`src/rtl/bus_arbiter.sv`:
```
// Round-robin bus arbiter with a four-state memory-ready handshake FSM.
// Optional grant watchdog is compiled in when BUS_ARBITER_TIMEOUT_EN is defined.
module bus_arbiter #(
  parameter int NUM_MASTERS    = 4,
  parameter int TIMEOUT_CYCLES = 64,
  localparam int ID_W          = (NUM_MASTERS > 1) ? $clog2(NUM_MASTERS) : 1
) (
  input  logic                   clk,
  input  logic                   reset,
  input  logic [NUM_MASTERS-1:0] Bus_RQ,
  input  logic                   Bus_Mem_Ready,
  output logic [NUM_MASTERS-1:0] Bus_GRANT,
  output logic                   Grant_Valid,
  output logic [ID_W-1:0]        Grant_Id,
  output logic                   Timeout_Err
);

  typedef enum logic [1:0] {
    ARB_IDLE          = 2'd0,
    ARB_WAIT_MEM_HIGH = 2'd1,
    ARB_WAIT_RQ_LOW   = 2'd2,
    ARB_WAIT_MEM_LOW  = 2'd3
  } state_t;

  state_t                 state, state_nxt;
  logic [ID_W-1:0]        last_granted, last_nxt, id_nxt, sel, idx;
  logic [NUM_MASTERS-1:0] grant_nxt;
  logic                   found, rq_granted, tmo_fire, tmo_nxt;

  // Grant_Id always names the master currently (or most recently) granted.
  assign rq_granted = Bus_RQ[Grant_Id];

  always_comb begin
    found = 1'b0;
    sel   = last_granted;
    idx   = last_granted;
    for (int i = 1; i <= NUM_MASTERS; i++) begin
      idx = ID_W'((int'(last_granted) + i) % NUM_MASTERS);
      if (!found && Bus_RQ[idx]) begin
        found = 1'b1;
        sel   = idx;
      end
    end
  end

`ifdef BUS_ARBITER_TIMEOUT_EN
  localparam int CNT_W = $clog2(TIMEOUT_CYCLES + 1);
  logic [CNT_W-1:0] wd_cnt;

  // Counts edges spent waiting for ready; cleared whenever the FSM leaves that wait.
  always_ff @(posedge clk or negedge reset) begin
    if (!reset) begin
      wd_cnt <= '0;
    end else if (state == ARB_WAIT_MEM_HIGH && state_nxt == ARB_WAIT_MEM_HIGH) begin
      wd_cnt <= wd_cnt + 1'b1;
    end else begin
      wd_cnt <= '0;
    end
  end

  assign tmo_fire = (state == ARB_WAIT_MEM_HIGH) && !Bus_Mem_Ready && rq_granted &&
                    (wd_cnt == CNT_W'(TIMEOUT_CYCLES - 1));
`else
  assign tmo_fire = 1'b0;
`endif

  always_ff @(posedge clk or negedge reset) begin
    if (!reset) begin
      state        <= ARB_IDLE;
      Bus_GRANT    <= '0;
      Grant_Valid  <= 1'b0;
      Grant_Id     <= '0;
      Timeout_Err  <= 1'b0;
      last_granted <= ID_W'(NUM_MASTERS - 1);
    end else begin
      state        <= state_nxt;
      Bus_GRANT    <= grant_nxt;
      Grant_Valid  <= |grant_nxt;
      Grant_Id     <= id_nxt;
      Timeout_Err  <= tmo_nxt;
      last_granted <= last_nxt;
    end
  end

  // Ready beats an abort or a watchdog expiry on the same edge.
  always_comb begin
    state_nxt = state;
    case (state)
      ARB_IDLE:
        if (found && !Bus_Mem_Ready) state_nxt = ARB_WAIT_MEM_HIGH;
      ARB_WAIT_MEM_HIGH:
        if (Bus_Mem_Ready)                 state_nxt = ARB_WAIT_RQ_LOW;
        else if (!rq_granted || tmo_fire)  state_nxt = ARB_WAIT_MEM_LOW;
      ARB_WAIT_RQ_LOW:
        if (!rq_granted) state_nxt = ARB_WAIT_MEM_LOW;
      ARB_WAIT_MEM_LOW:
        if (!Bus_Mem_Ready) state_nxt = ARB_IDLE;
      default:
        state_nxt = ARB_IDLE;
    endcase
  end

  always_comb begin
    grant_nxt = Bus_GRANT;
    id_nxt    = Grant_Id;
    last_nxt  = last_granted;
    tmo_nxt   = tmo_fire;
    case (state)
      ARB_IDLE: begin
        grant_nxt = '0;
        if (state_nxt == ARB_WAIT_MEM_HIGH) begin
          grant_nxt[sel] = 1'b1;
          id_nxt         = sel;
          last_nxt       = sel;
        end
      end
      ARB_WAIT_MEM_HIGH, ARB_WAIT_RQ_LOW:
        if (state_nxt == ARB_WAIT_MEM_LOW) grant_nxt = '0;
      default:
        grant_nxt = '0;
    endcase
  end

endmodule

```
`config.mk`:
```
export PLATFORM = sky130hd
export DESIGN_NAME = bus_arbiter
export DESIGN_NICKNAME = d
export VERILOG_FILES = /design/src/rtl/bus_arbiter.sv
export SDC_FILE = /design/constraint.sdc
export NUM_CORES = 1
export LEC_CHECK = 0
export ABC_CLOCK_PERIOD_IN_PS = 5750
export CORE_AREA = 2 2 44 46
export CTS_BUF_LIST = sky130_fd_sc_hd__clkbuf_8
export CTS_CLUSTER_SIZE = 14
export DETAILED_ROUTE_END_ITERATION = 10
export DIE_AREA = 0 0 46 48
export DONT_BUFFER_PORTS = 1
export HOLD_SLACK_MARGIN = 0.1
export PLACE_DENSITY_LB_ADDON = 0.12
export SETUP_SLACK_MARGIN = 0.5
export SYNTH_ARGS = -nofsm -noshare
export SYNTH_HDL_FRONTEND = slang
export SYNTH_SLANG_ARGS = --single-unit
```
`constraint.sdc`:
```
create_clock -name clk -period 5.75 [get_ports clk]
set_clock_uncertainty 0.2 [all_clocks]
set_input_delay 0.575 -clock clk [delete_from_list [all_inputs] [get_ports clk]]
set_output_delay 0.575 -clock clk [all_outputs]
set_load 0.01 [all_outputs]
```
* After elaboration in Yosys (flattened, before gate mapping)
Cells that the tools add are included.
** Word-level totals
- Register bits :: 11
- Latch bits :: 0
- Bits in writable memories :: 0
- ROM bits :: 0
- Input bits :: 7
- Output and inout port bits :: 8
- Word-level logic and storage cells :: 62
- Memories kept :: 0
** Cells by class
- Add/sub/neg operators :: 4
- Multiply operators :: 0
- Divide/modulo/power cells :: 0
- Magnitude comparators :: 7
- Eq/ne operators :: 5
- Shift-type cells :: 0
- Multiplexer cells :: 28
- Bitwise gates (word level) :: 0
- Reductions and logical operators :: 13
** Operators with widths (number)
- < comparator 2 x 3 -> 1 bit, second input constant :: 6
- two-way mux 2 bit :: 8
- binary-select mux 1 bit (select 2 bit) :: 5
- two-way mux 1 bit :: 10
- two-way mux 4 bit :: 2
- case mux 2 bit (4 select lines) :: 1
- case mux 4 bit (2 select lines) :: 1
- == test 2 bit, second input constant :: 3
- logical AND 1 bit :: 5
- adder 2 x 1 -> 2 bit, second input constant :: 2
- adder 2 bit, second input constant :: 2
- == test 2 x 1 -> 1 bit, second input constant :: 2
- logical NOT 1 bit :: 4
- OR reduction 4 bit :: 1
- demux 1 bit (select 2 bit) :: 1
- greater-or-equal comparator 2 x 1 -> 1 bit, second input constant :: 1
- logical NOT 2 bit :: 1
- AND reduction 2 bit :: 1
- OR reduction 2 bit :: 1

* Depth between registers and ports, before layout
- Depth after elaboration :: 20
- Gate-level depth with buffers :: 7
- Mapped depth without buffers :: 6

* Worst setup path after synthesis
OpenSTA, ideal clock, no wires.
- Path type :: input-to-reg
- Start point :: input Bus_RQ[3]
- End point :: register Grant_Valid
- Library setup time :: 0.136 ns
- Arrival :: 1.831 ns
- Path slack :: 3.582 ns
- Stages :: 4
- Buffers on the path :: 0
- Cell sequence :: mux4_2 o31a_1 nor4_4 o32ai_1
** On the way
- Cells in the longest elaborated chain, start to end :: 19
** Ends and longest elaborated chain
- from (decl) :: RTL line 10 : input logic [NUM_MASTERS-1:0] Bus_RQ,
- binary-select mux 1 bit (select 2 bit) :: RTL line 39 : if (!found && Bus_RQ[idx]) begin
- two-way mux 1 bit (not written as such) :: RTL line 39
- two-way mux 1 bit :: RTL line 39
- logical NOT 1 bit :: RTL line 39
- logical AND 1 bit :: RTL line 39
- two-way mux 1 bit :: RTL line 39
- logical NOT 1 bit :: RTL line 39
- logical AND 1 bit :: RTL line 39
- [3 not listed]
- two-way mux 2 bit / two-way mux 1 bit (equally long branches) :: RTL line 39
- < comparator 2 x 3 -> 1 bit (not written as such) (tied with other cells) :: RTL line 112 : grant_nxt[sel] = 1'b1;
- logical AND 1 bit (not written as such) / two-way mux 2 bit (equally long branches) :: RTL line 112, 90
- two-way mux 1 bit (not written as such) / case mux 2 bit (4 select lines) (equally long branches) :: RTL line 112, 88
- demux 1 bit (select 2 bit) (tied with other cells) :: RTL line 112
- two-way mux 4 bit (on tied branches) :: RTL line 111, 118
- case mux 4 bit (2 select lines) * :: RTL line 108 : case (state)
- OR reduction 4 bit * :: RTL line 78 : Grant_Valid <= |grant_nxt;
- to (signal assigned) :: RTL line 78
- to (decl) :: RTL line 13 : output logic Grant_Valid,
Every way passes the cells marked *; elsewhere a longest branch is shown, timed or not. The select of a mux whose other input is x is not followed.
A chain may end at the register's enable or synchronous reset.

* Worst setup path in the final report
- Start point :: register state[1]
- End point :: register Grant_Valid
** On the way
- Cells in the longest elaborated chain, start to end :: 7
** Ends and longest elaborated chain
- from (decl) :: RTL line 25 : state_t state, state_nxt;
- from (signal assigned) :: RTL line 76 : state <= state_nxt;
- two-way mux 2 bit :: RTL line 93, 95
- two-way mux 2 bit :: RTL line 92 : if (Bus_Mem_Ready) state_nxt = ARB_WAIT_RQ_LOW;
- case mux 2 bit (4 select lines) :: RTL line 88 : case (state)
- == test 2 bit / == test 2 x 1 -> 1 bit (equally long branches) :: RTL line 118, 111
- two-way mux 4 bit (on tied branches) :: RTL line 118, 111
- case mux 4 bit (2 select lines) * :: RTL line 108
- OR reduction 4 bit * :: RTL line 78
Every way passes the cells marked *; elsewhere a longest branch is shown, timed or not.

==> results.sh <==
export IMPL_status="complete, no violations"
export IMPL_fillers=166
export IMPL_synth_edff_count=0
export IMPL_hp_class="primary input to flop"
export IMPL_grt_overflow_total=0
export IMPL_die_h_um=48
export IMPL_post_route_min_period_ps=2290
export IMPL_report_final_slew_viol_count=0
export IMPL_drt_first_pass_iters=4
export IMPL_critPathMaxFanout=9
export IMPL_r2r_slack_ps=3460
export IMPL_cpMostUsedCell="o32ai_1"
export IMPL_ios=15
export IMPL_final_nets=87
export IMPL_grt_pass1_vias=523
export IMPL_critical_path_slowest_cell="o32ai_1"
export IMPL_period_share_pct=39.9
export IMPL_power_uw=427
export IMPL_end_kind="flop"
export IMPL_cpPeakStageDelay_ps=480
export IMPL_final_cell_mix="9 x dfrtp_1, 7 x inv_1, 6 x nand2_1, 6 x o32ai_1, 5 x ha_1"
export IMPL_placed_cell_area_sq_um=734
export IMPL_setup_slack_ps=3460
export IMPL_drtIter0Drc=1
export IMPL_grt_usage_pct=15.0
export IMPL_ys_flop_type="dfrtp_1"
export IMPL_drive_above_1_share_pct=12.2
export IMPL_worstPathArrival_ps=2220
export IMPL_tns_ps=0
export IMPL_hpwl_um=1120
export IMPL_synth_warnings=0
export IMPL_rows=15
export IMPL_timing_fmax_ghz=0.436
export IMPL_worstSetupPathDepth=6
export IMPL_rsz0062_at_grt="no"
export IMPL_cts_buffer_depth=2
export IMPL_crit_type="flop to flop"
export IMPL_insertion_delay_ps=240
export IMPL_grt_max_degree=12
export IMPL_synthArstFlopShare_pct=100
export IMPL_cts_max_level=1
export IMPL_crit_chain="inv_1 > ha_1 > a21o_1 > o32ai_1 > nor4_4 > o32ai_1"
export IMPL_crit_path_start="state[1]$_DFF_PN0_"
export IMPL_hold_depth=3
export IMPL_synth_nets=83
export IMPL_ys_ff_latch=11
export IMPL_numPortBuffers=0
export IMPL_critPathTopFamily="compound AO/OA/AOI/OAI gates"
export IMPL_grt_pass1_wl_um=2280
export IMPL_utilization_pct=46.7
export IMPL_cts_buffers=3
export IMPL_power_density_mw_per_mm2=541
export IMPL_route_vias_total=549
export IMPL_leakagePower_nw=0.336
export IMPL_ir_worst_vdd_mv=0.230
export IMPL_gp_congestion=0.758
export IMPL_cp_start_kind="flop"
export IMPL_setup_viol=0
export IMPL_start_util_pct=42.9
export IMPL_synth_area_sq_um=724
export IMPL_post_cts_resized=0
export IMPL_holdCritStartpoint="Bus_Mem_Ready"
export IMPL_tightest_slew_ps=519
export IMPL_fin_area_sq_um=790
export IMPL_wirelength_um=1420
export IMPL_dpl_worst_slack_ps=3470
export IMPL_relSlewSlack_pct=65.1
export IMPL_ys_types=31
export IMPL_route_detailed_drc=0
export IMPL_cts_tree="built"
export IMPL_antenna_cells=0
export IMPL_clk_pin_slew_ps=50
export IMPL_rr_startpoint="state[1]$_DFF_PN0_"
export IMPL_regArea_sq_um=278
export IMPL_syn_avg_cell_area_sq_um=10.2
export IMPL_syn2layout_area_growth_pct=8.98
export IMPL_hold_slack_ps=329
export IMPL_die_x_um=46
export IMPL_cp_required_ps=5680
export IMPL_synth_yosys_seq_area_share_pct=38.3
export IMPL_crit_buf_inv=1
export IMPL_maxCapViolations=0
export IMPL_core_area_sq_mm=0.00169
export IMPL_cts_root_buffer="clkbuf_8"
export IMPL_multi_input_area_sq_um=413
export IMPL_ant_nets=0
export IMPL_vias_per_cell=6.03
export IMPL_clock_sinks=11
export IMPL_final_common_cell="dfrtp_1"
export IMPL_r2r_cells=6
export IMPL_die_area_sq_mm=0.00221
export IMPL_hold_violations=0
export IMPL_dp_cells=86
export IMPL_final_cells=91
export IMPL_wire_per_inst_um=15.6
export IMPL_netlist_instances=71
export IMPL_antenna_found_initial=0
flip-flops by register name, summed over array words and instances (netlist names):
signal	cells
state	2
Grant_Valid	1
Bus_GRANT	4
Grant_Id	2
last_granted	2
where the power goes:
part	switching (mW)	total, mW	internal (mW)	leakage [nW]
registers	0.0434	0.159	0.115	0.135
logic	0.104	0.194	0.0901	0.174
clock network	0.0274	0.0741	0.0467	0.0269
total	0.175	0.427	0.252	0.336
kinds of logic after synthesis:
kind of cell             after synthesis  share of synthesized area (%)
AO/OA/AOI/OAI                         14                           15.2
adder cells (fa/ha/maj)                5                           8.64
buffers and inverters                  8                           4.66
flip-flops                            11                           38.3
multiplexers                           6                           10.7
other                                  1                          0.518
AND/OR/NAND/NOR                       26                           21.9
worst min-delay path: stages:
cell	delay, ps
nor2_1	30
nand2_1	60
a21oi_1	50
synth_stat cells (2+ instances only):
| library cell | number | area share (%) |
|---|---|---|
| dfrtp_1 | 9 | 31 |
| inv_1 | 6 | 3.1 |
| nand2_1 | 6 | 3.1 |
| o32ai_1 | 6 | 7.3 |
| ha_1 | 5 | 8.6 |
| nand2b_1 | 3 | 2.6 |
| nor2_1 | 3 | 1.6 |
| a21o_1 | 2 | 2.1 |
| and3_1 | 2 | 1.7 |
| dfstp_2 | 2 | 7.3 |
| mux2_1 | 2 | 3.1 |
| mux2_2 | 2 | 3.1 |
| nand3_1 | 2 | 1.4 |
| nor2b_1 | 2 | 1.7 |
| nor3_1 | 2 | 1.4 |
| nor4_1 | 2 | 1.7 |
what timing repair did:
action	in CTS	in global routing
hold endpoints to repair	11	0
hold buffers	1	0
buffers inserted	0	0
layout make-up:
type / instances / share of cell area [%]
multi-input cells: 52 / 52.3
flip-flops and latches: 11 / 35.2
clock buffers: 3 / 5.23
inverters: 6 / 2.85
well taps: 17 / 2.69
repair buffers: 1 / 1.27
clock inverters: 1 / 0.475
path summary, 6_finish.rpt:
path,to
min in group asynchronous,state[1]$_DFF_PN0_
setup / recovery,Grant_Valid$_DFF_PN0_
max in group asynchronous,last_granted[1]$_DFFE_PN1P_
hold reg to reg,Bus_GRANT[3]$_DFF_PN0_
setup reg to reg,Grant_Valid$_DFF_PN0_
hold / removal,state[0]$_DFF_PN0_
metal layers:
metal	up-vias	share of wire (%)	track usage, %
met4	0	0.42	5.14
met2	18	48	23.3
li1	270	-	-
met1	259	44	17.6
met3	2	7.6	8.30
met5	-	0	0
Power figures use the tool's default switching activity.
